### config.mk
export PLATFORM = sky130hd
export DESIGN_NAME = mem_port_arbiter
export DESIGN_NICKNAME = d
export VERILOG_FILES = /design/src/rtl/mem_arb_pkg.sv /design/src/rtl/arb_wait_timer.sv /design/src/rtl/mem_port_arbiter.sv
export SDC_FILE = /design/constraint.sdc
export NUM_CORES = 1
export LEC_CHECK = 0
export ABC_AREA = 1
export CAP_MARGIN = 20
export CORE_MARGIN = 2
export CORE_UTILIZATION = 60
export DETAILED_ROUTE_END_ITERATION = 10
export DONT_BUFFER_PORTS = 1
export GPL_ROUTABILITY_DRIVEN = 0
export HOLD_SLACK_MARGIN = 0.1
export PLACE_DENSITY = 0.76
export SETUP_SLACK_MARGIN = 0.1
export SYNTH_ARGS = -nofsm -noshare
export SYNTH_HDL_FRONTEND = slang
export SYNTH_HIERARCHICAL = 1
export SYNTH_SLANG_ARGS = --single-unit
### constraint.sdc
create_clock -name clk -period 2.3 [get_ports clk]
set_input_delay 0.345 -clock clk [delete_from_list [all_inputs] [get_ports clk]]
set_output_delay 0.345 -clock clk [all_outputs]
set_load 0.01 [all_outputs]
### src/rtl/mem_arb_pkg.sv
// Shared types and constants for the unified-memory port arbiter.
package mem_arb_pkg;

    localparam int         XLEN_DEF    = 32;
    localparam int         TIMEOUT_DEF = 255;
    localparam logic [3:0] BE_ALL      = 4'hF;

    // BUSY_x: request on the bus, waiting for grant.
    // WAIT_x: granted, waiting for response/ack.
    typedef enum logic [2:0] {
        IDLE   = 3'd0,
        BUSY_D = 3'd1,
        WAIT_D = 3'd2,
        BUSY_I = 3'd3,
        WAIT_I = 3'd4
    } arb_state_t;

endpackage

### src/rtl/arb_wait_timer.sv
// Saturating cycle counter used to detect an overdue memory response.
module arb_wait_timer #(
    parameter int LIMIT = 255
) (
    input  logic clk,
    input  logic rst_n,
    input  logic clear_i,
    input  logic enable_i,
    output logic expired_o
);

    localparam int           W       = (LIMIT < 1) ? 1 : $clog2(LIMIT + 1);
    localparam logic [W-1:0] LIMIT_W = W'(LIMIT);

    logic [W-1:0] count_q, count_d;

    // Count enabled cycles, holding at LIMIT once reached.
    always_comb begin
        count_d = count_q;
        if (clear_i) begin
            count_d = '0;
        end else if (enable_i && (count_q != LIMIT_W)) begin
            count_d = count_q + W'(1);
        end
    end

    // Counter register.
    always_ff @(posedge clk or negedge rst_n) begin
        if (!rst_n) begin
            count_q <= '0;
        end else begin
            count_q <= count_d;
        end
    end

    assign expired_o = (count_q == LIMIT_W);

endmodule

### src/rtl/mem_port_arbiter.sv
// Arbitrates one single-ported memory between instruction fetch and
// data load/store. Data wins; one transaction outstanding at a time.
module mem_port_arbiter
    import mem_arb_pkg::*;
#(
    parameter int XLEN    = XLEN_DEF,
    parameter int TIMEOUT = TIMEOUT_DEF
) (
    input  logic            clk,
    input  logic            rst_n,
    input  logic            fetch_reqF,
    input  logic [XLEN-1:0] pcF,
    input  logic            flushD,
    input  logic            pipe_advF,
    output logic [31:0]     instrF,
    output logic            fetch_stall,
    input  logic            mem_rdM,
    input  logic            mem_wrM,
    input  logic [XLEN-1:0] addrM,
    input  logic [31:0]     wdataM,
    input  logic [3:0]      byte_enM,
    input  logic            pipe_advM,
    output logic [31:0]     rdataM,
    output logic            mem_stall,
    output logic            m_req,
    output logic            m_we,
    output logic [XLEN-1:0] m_addr,
    output logic [31:0]     m_wdata,
    output logic [3:0]      m_be,
    input  logic            m_gnt,
    input  logic            m_rvalid,
    input  logic [31:0]     m_rdata,
    output logic            err_timeout
);

    arb_state_t      state_q, state_d;
    logic            m_we_q, m_we_d;
    logic [XLEN-1:0] m_addr_q, m_addr_d;
    logic [31:0]     m_wdata_q, m_wdata_d;
    logic [3:0]      m_be_q, m_be_d;
    logic [31:0]     instr_q, instr_d;
    logic [31:0]     rdata_q, rdata_d;
    logic            i_done_q, i_done_d;
    logic            d_done_q, d_done_d;
    logic            drop_q, drop_d;
    logic            err_q, err_d;
    logic            timer_clear, timer_en, timer_expired;

    logic data_req;
    assign data_req = mem_rdM | mem_wrM;

    arb_wait_timer #(.LIMIT(TIMEOUT)) u_timer (
        .clk       (clk),
        .rst_n     (rst_n),
        .clear_i   (timer_clear),
        .enable_i  (timer_en),
        .expired_o (timer_expired)
    );

    // Next-state, payload capture and completion handling.
    always_comb begin
        // NOTE: every _d defaults to its _q first, so no path through the case infers a latch.
        state_d     = state_q;
        m_we_d      = m_we_q;
        m_addr_d    = m_addr_q;
        m_wdata_d   = m_wdata_q;
        m_be_d      = m_be_q;
        instr_d     = instr_q;
        rdata_d     = rdata_q;
        i_done_d    = i_done_q;
        d_done_d    = d_done_q;
        drop_d      = drop_q;
        timer_clear = 1'b0;
        timer_en    = (state_q == WAIT_D) || (state_q == WAIT_I);
        err_d       = err_q | timer_expired;

        // Served accesses are released once the owning stage moves on.
        if (pipe_advF || flushD) i_done_d = 1'b0;
        if (pipe_advM)           d_done_d = 1'b0;

        unique case (state_q)
            IDLE: begin
                if (data_req && !d_done_q) begin
                    state_d   = BUSY_D;
                    m_addr_d  = addrM;
                    m_wdata_d = wdataM;
                    m_we_d    = mem_wrM;  // load+store together acts as a store
                    m_be_d    = mem_wrM ? byte_enM : BE_ALL;
                end else if (fetch_reqF && !i_done_q && !flushD) begin
                    state_d  = BUSY_I;
                    m_addr_d = pcF;
                    m_we_d   = 1'b0;
                    m_be_d   = BE_ALL;
                end
            end
            BUSY_D, BUSY_I: begin
                if (m_gnt) begin
                    state_d     = (state_q == BUSY_D) ? WAIT_D : WAIT_I;
                    timer_clear = 1'b1;
                end
            end
            WAIT_D: begin
                if (m_rvalid) begin
                    state_d  = IDLE;
                    rdata_d  = m_rdata;
                    d_done_d = 1'b1;
                end
            end
            WAIT_I: begin
                if (m_rvalid) begin
                    state_d = IDLE;
                    drop_d  = 1'b0;
                    if (!(drop_q || flushD)) begin
                        instr_d  = m_rdata;
                        i_done_d = 1'b1;
                    end
                end
            end
            default: state_d = IDLE;
        endcase

        // A squashed fetch still has to complete on the bus; remember to discard it.
        if (flushD && ((state_q == BUSY_I) || ((state_q == WAIT_I) && !m_rvalid))) begin
            drop_d = 1'b1;
        end
    end

    // FSM state register.
    always_ff @(posedge clk or negedge rst_n) begin
        // NOTE: every register has an asynchronous reset so an abandoned transaction leaves no stale request.
        if (!rst_n) begin
            state_q <= IDLE;
        end else begin
            // NOTE: sequential state uses <= so all registers update from the same pre-edge values.
            state_q <= state_d;
        end
    end

    // Bus payload, result and status registers.
    always_ff @(posedge clk or negedge rst_n) begin
        if (!rst_n) begin
            m_we_q    <= 1'b0;
            m_addr_q  <= '0;
            m_wdata_q <= '0;
            m_be_q    <= '0;
            instr_q   <= '0;
            rdata_q   <= '0;
            i_done_q  <= 1'b0;
            d_done_q  <= 1'b0;
            drop_q    <= 1'b0;
            err_q     <= 1'b0;
        end else begin
            m_we_q    <= m_we_d;
            m_addr_q  <= m_addr_d;
            m_wdata_q <= m_wdata_d;
            m_be_q    <= m_be_d;
            instr_q   <= instr_d;
            rdata_q   <= rdata_d;
            i_done_q  <= i_done_d;
            d_done_q  <= d_done_d;
            drop_q    <= drop_d;
            err_q     <= err_d;
        end
    end

    assign m_req       = (state_q == BUSY_D) || (state_q == BUSY_I);
    assign m_we        = m_we_q;
    assign m_addr      = m_addr_q;
    assign m_wdata     = m_wdata_q;
    assign m_be        = m_be_q;
    assign instrF      = instr_q;
    assign rdataM      = rdata_q;
    assign err_timeout = err_q;
    assign fetch_stall = fetch_reqF & ~i_done_q;
    assign mem_stall   = data_req & ~d_done_q;

endmodule

==> run metrics <==
status finished with violations; violated checks hold timing; number of antenna violations at the first check in global routing 2; launch point of the worst reg-to-reg path d_done_q; worst slack at placement 0.596 ns; worst-case register-to-register setup slack 0.16 ns; clock-pin slew on the worst setup and hold paths 0.06 ns; first-pass GRT wire length 32200 microns; Post-DRT Antenna Nets 0; cts bufs inserted 17; Post-CTS Setup Repair Bufs 0; worst setup path endpoint m_addr[19]; number of top-level design ports 279; accumulated negative setup slack 0 ns; nature of the critical path startpoint flop; number of nets in the final layout 1035; Cell Chain, Critical Path inv_2, nand2_2, nand2_8, buf_12, nand2_1, nand2_1, dlygate4sd3_1, nand3_1, nand2_1; post-route minimum period 2.14 ns; crit path setup slack, layout 0.160 ns; Power per Cell Area 1360 nW/um^2; post-synthesis sequential area ratio 57.8%; Worst Setup End Kind flop; sum of overflow across all layers after global routing 0; die boundary height 107 microns; via count 6149; distinct cell type count of the synthesized netlist 28; Setup-failing EPs final 0; total of hold buffers inserted after clock tree synthesis 138; Starting Density 62.0%; setup repair after global routing missed its margin false; Clock Tree Root sky130_fd_sc_hd__clkbuf_8; Period Utilization, post-route 93.0%; aggregate routed wire length 20800 microns; number of warnings issued by yosys 6; clock insertion delay at the later pin of the skew report 0.53 ns; final HPWL from detailed placement 10900 microns; final cell utilization of the core 82.4%; Syn Std Cell Area 6400 sq um; number of cells produced by synthesis 763; worst reg-to-reg path cell count 9; crit-path max FO 43; skew final 0.0128 ns; total count of max-transition violations in the final report 0; Starting DRT DRC Count 761; #FFs+latches synth 148; most common cell after layout, fill and taps aside sky130_fd_sc_hd__nand2_1; number of global-route vias before repair 6253; DRT Pass-1 Iters 6; slowest stage cell on the critical path sky130_fd_sc_hd__dlygate4sd3_1; highest ir drop seen on vdd 0.785 mV; maxcap violations 0; Relative slew margins 50.7%; most frequent cells in the layout sky130_fd_sc_hd__nand2_1 (320), sky130_fd_sc_hd__dfrtp_1 (148), sky130_fd_sc_hd__dlygate4sd3_1 (138); Tightest Pin Transition 0.737 ns; total number of placement rows 37; number of port buffers 0; maximum clock frequency 0.467 GHz; DRC Markers 0; net count after synthesis 906; number of vias per cell 5.90; x dimension of the die 107 microns; critical path launch point d_done_q; Min Hold Slack -0.480 ns; TritonCTS clock tree yes; core area 10300 sq um; peak per-stage delay on the critical path 0.57 ns; leakage power of the design 4.38 nW; average routed wire per standard cell 19.9 microns; worst hold-check path type in -> async; total power 11.6 mW; class of the most critical setup path reg -> reg; buffer depth of the longest clock path 2; number of H-tree levels 4; GRT Resource Usage Total 36.6%; Worst Path Arrival 2.59 ns; most repeated library cell on the critical path sky130_fd_sc_hd__nand2_1; mean area per synthesized cell 8.39 sq um; total clock sinks 148; Req. time, crit path 2.75 ns; area enclosed by the die boundary 11500 sq um; Final Hold Violating Endpoints 148; growth of design area from synthesis to finish 32.8%; share of post-route cells with drive strength above 1 7.40%; pin count of the biggest net entering global routing 149; endpoint of the worst register-to-register path m_addr[19]
area by class of cell:
| type | instances | area (sq um) |
|---|---|---|
| timing repair buffer | 149 | 1480 |
| multi-input combinational | 523 | 2330 |
| fill | 559 | 1820 |
| sequential | 148 | 3700 |
| clock inverter | 14 | 199 |
| antenna | 2 | 5.00 |
| clock buffer | 18 | 428 |
| inverter | 53 | 199 |
| tap | 136 | 170 |
power breakdown:
group	switching, mW	internal, mW
clock	1.12	1.81
sequential	1.48	3.72
combinational	2.23	1.26
logic make-up (layout without fill, tap and decap cells):
logic type | after synthesis | in the layout | share of synthesized area [%]
and+or+nand+nor | 439 | 440 | 28.6
DFF | 148 | 148 | 57.8
buffers and inverters | 93 | 234 | 6.45
AOI/OAI and AO/OA | 79 | 79 | 6.56
xor gates and xnor gates | 3 | 3 | 0.410
adders and majority gates | 1 | 1 | 0.195
other | 0 | 2 | 0
how the worst min path moves through the flow:
stage | start | endpoint | slack (ns) | cells after the start
2_1_floorplan | rst_n | d_done_q | 0.05 | 0
3_3_place_gp | rst_n | rdataM[30] | 0.05 | 0
3_5_place_dp | rst_n | rdataM[30] | 0.05 | 0
4_1_cts | rst_n | rdataM[30] | -0.50 | 0
5_1_grt | rst_n | rdataM[25] | -0.51 | 0
6_report | rst_n | rdataM[30] | -0.48 | 0
what timing repair did:
item | CTS | global route
hold endpoints to repair | 285 | 148
resized for setup | 1 | 5
pin swaps | 0 | 1
gates cloned | 0 | 1
endpoints found under the setup margin | 1 | 23
worst max-delay path, delay by kind of cell (launching register included):
family / cells / cell delay (ns)
buffers and inverters: 3 / 0.92
flip-flops: 1 / 0.37
AND/OR/NAND/NOR: 6 / 0.76
metrics by stage:
stage | std cells | instance area (sq um)
2_1_floorplan | 763 | 6400
3_3_place_gp | 870 | 6460
3_5_place_dp | 870 | 6460
4_1_cts | 1040 | 8470
5_1_grt | 1043 | 8510
6_report | 1043 | 8510
metal layers:
metal | track usage, % | vias to the layer above | wire length (microns)
li1 | - | 2666 | -
met1 | 40.5 | 2889 | 6780
met2 | 59.3 | 471 | 10200
met3 | 14.6 | 123 | 2530
met4 | 22.1 | 0 | 1320
met5 | 0 | - | 0
state kept, by name, summed over array words and instances, names as in the netlist:
signal	flops
m_we	1
u_timer/count_q	8
state_q	3
drop_q	1
m_be	4
i_done_q	1
instrF	32
err_timeout	1
m_addr	32
d_done_q	1
m_wdata	32
rdataM	32
cells in the mapped netlist:
library cell / count / area, sq um
sky130_fd_sc_hd__a21oi_1: 6 / 30.0
sky130_fd_sc_hd__a21oi_4: 1 / 16.3
sky130_fd_sc_hd__buf_1: 1 / 3.75
sky130_fd_sc_hd__buf_2: 27 / 135
sky130_fd_sc_hd__buf_4: 6 / 45.0
sky130_fd_sc_hd__buf_6: 1 / 11.3
sky130_fd_sc_hd__clkbuf_1: 5 / 18.8
sky130_fd_sc_hd__dfrtp_1: 148 / 3700
sky130_fd_sc_hd__ha_1: 1 / 12.5
sky130_fd_sc_hd__inv_1: 48 / 180
sky130_fd_sc_hd__inv_2: 5 / 18.8
sky130_fd_sc_hd__nand2_1: 323 / 1210
sky130_fd_sc_hd__nand2_2: 5 / 31.3
sky130_fd_sc_hd__nand3_1: 77 / 385
sky130_fd_sc_hd__nand3_2: 2 / 20.0
sky130_fd_sc_hd__nand4_1: 5 / 31.3
sky130_fd_sc_hd__nor2_1: 17 / 63.8
sky130_fd_sc_hd__nor2_2: 1 / 6.26
sky130_fd_sc_hd__nor2_4: 2 / 22.5
sky130_fd_sc_hd__nor2_8: 1 / 20.0
sky130_fd_sc_hd__nor3_1: 4 / 20.0
sky130_fd_sc_hd__nor3_2: 1 / 10.0
sky130_fd_sc_hd__o21ai_0: 60 / 300
sky130_fd_sc_hd__o21ai_1: 10 / 50.1
sky130_fd_sc_hd__o21ai_4: 1 / 16.3
sky130_fd_sc_hd__o31ai_1: 1 / 7.51
sky130_fd_sc_hd__or2_2: 1 / 6.26
sky130_fd_sc_hd__xor2_1: 3 / 26.3
Power figures use the tool's default switching activity.
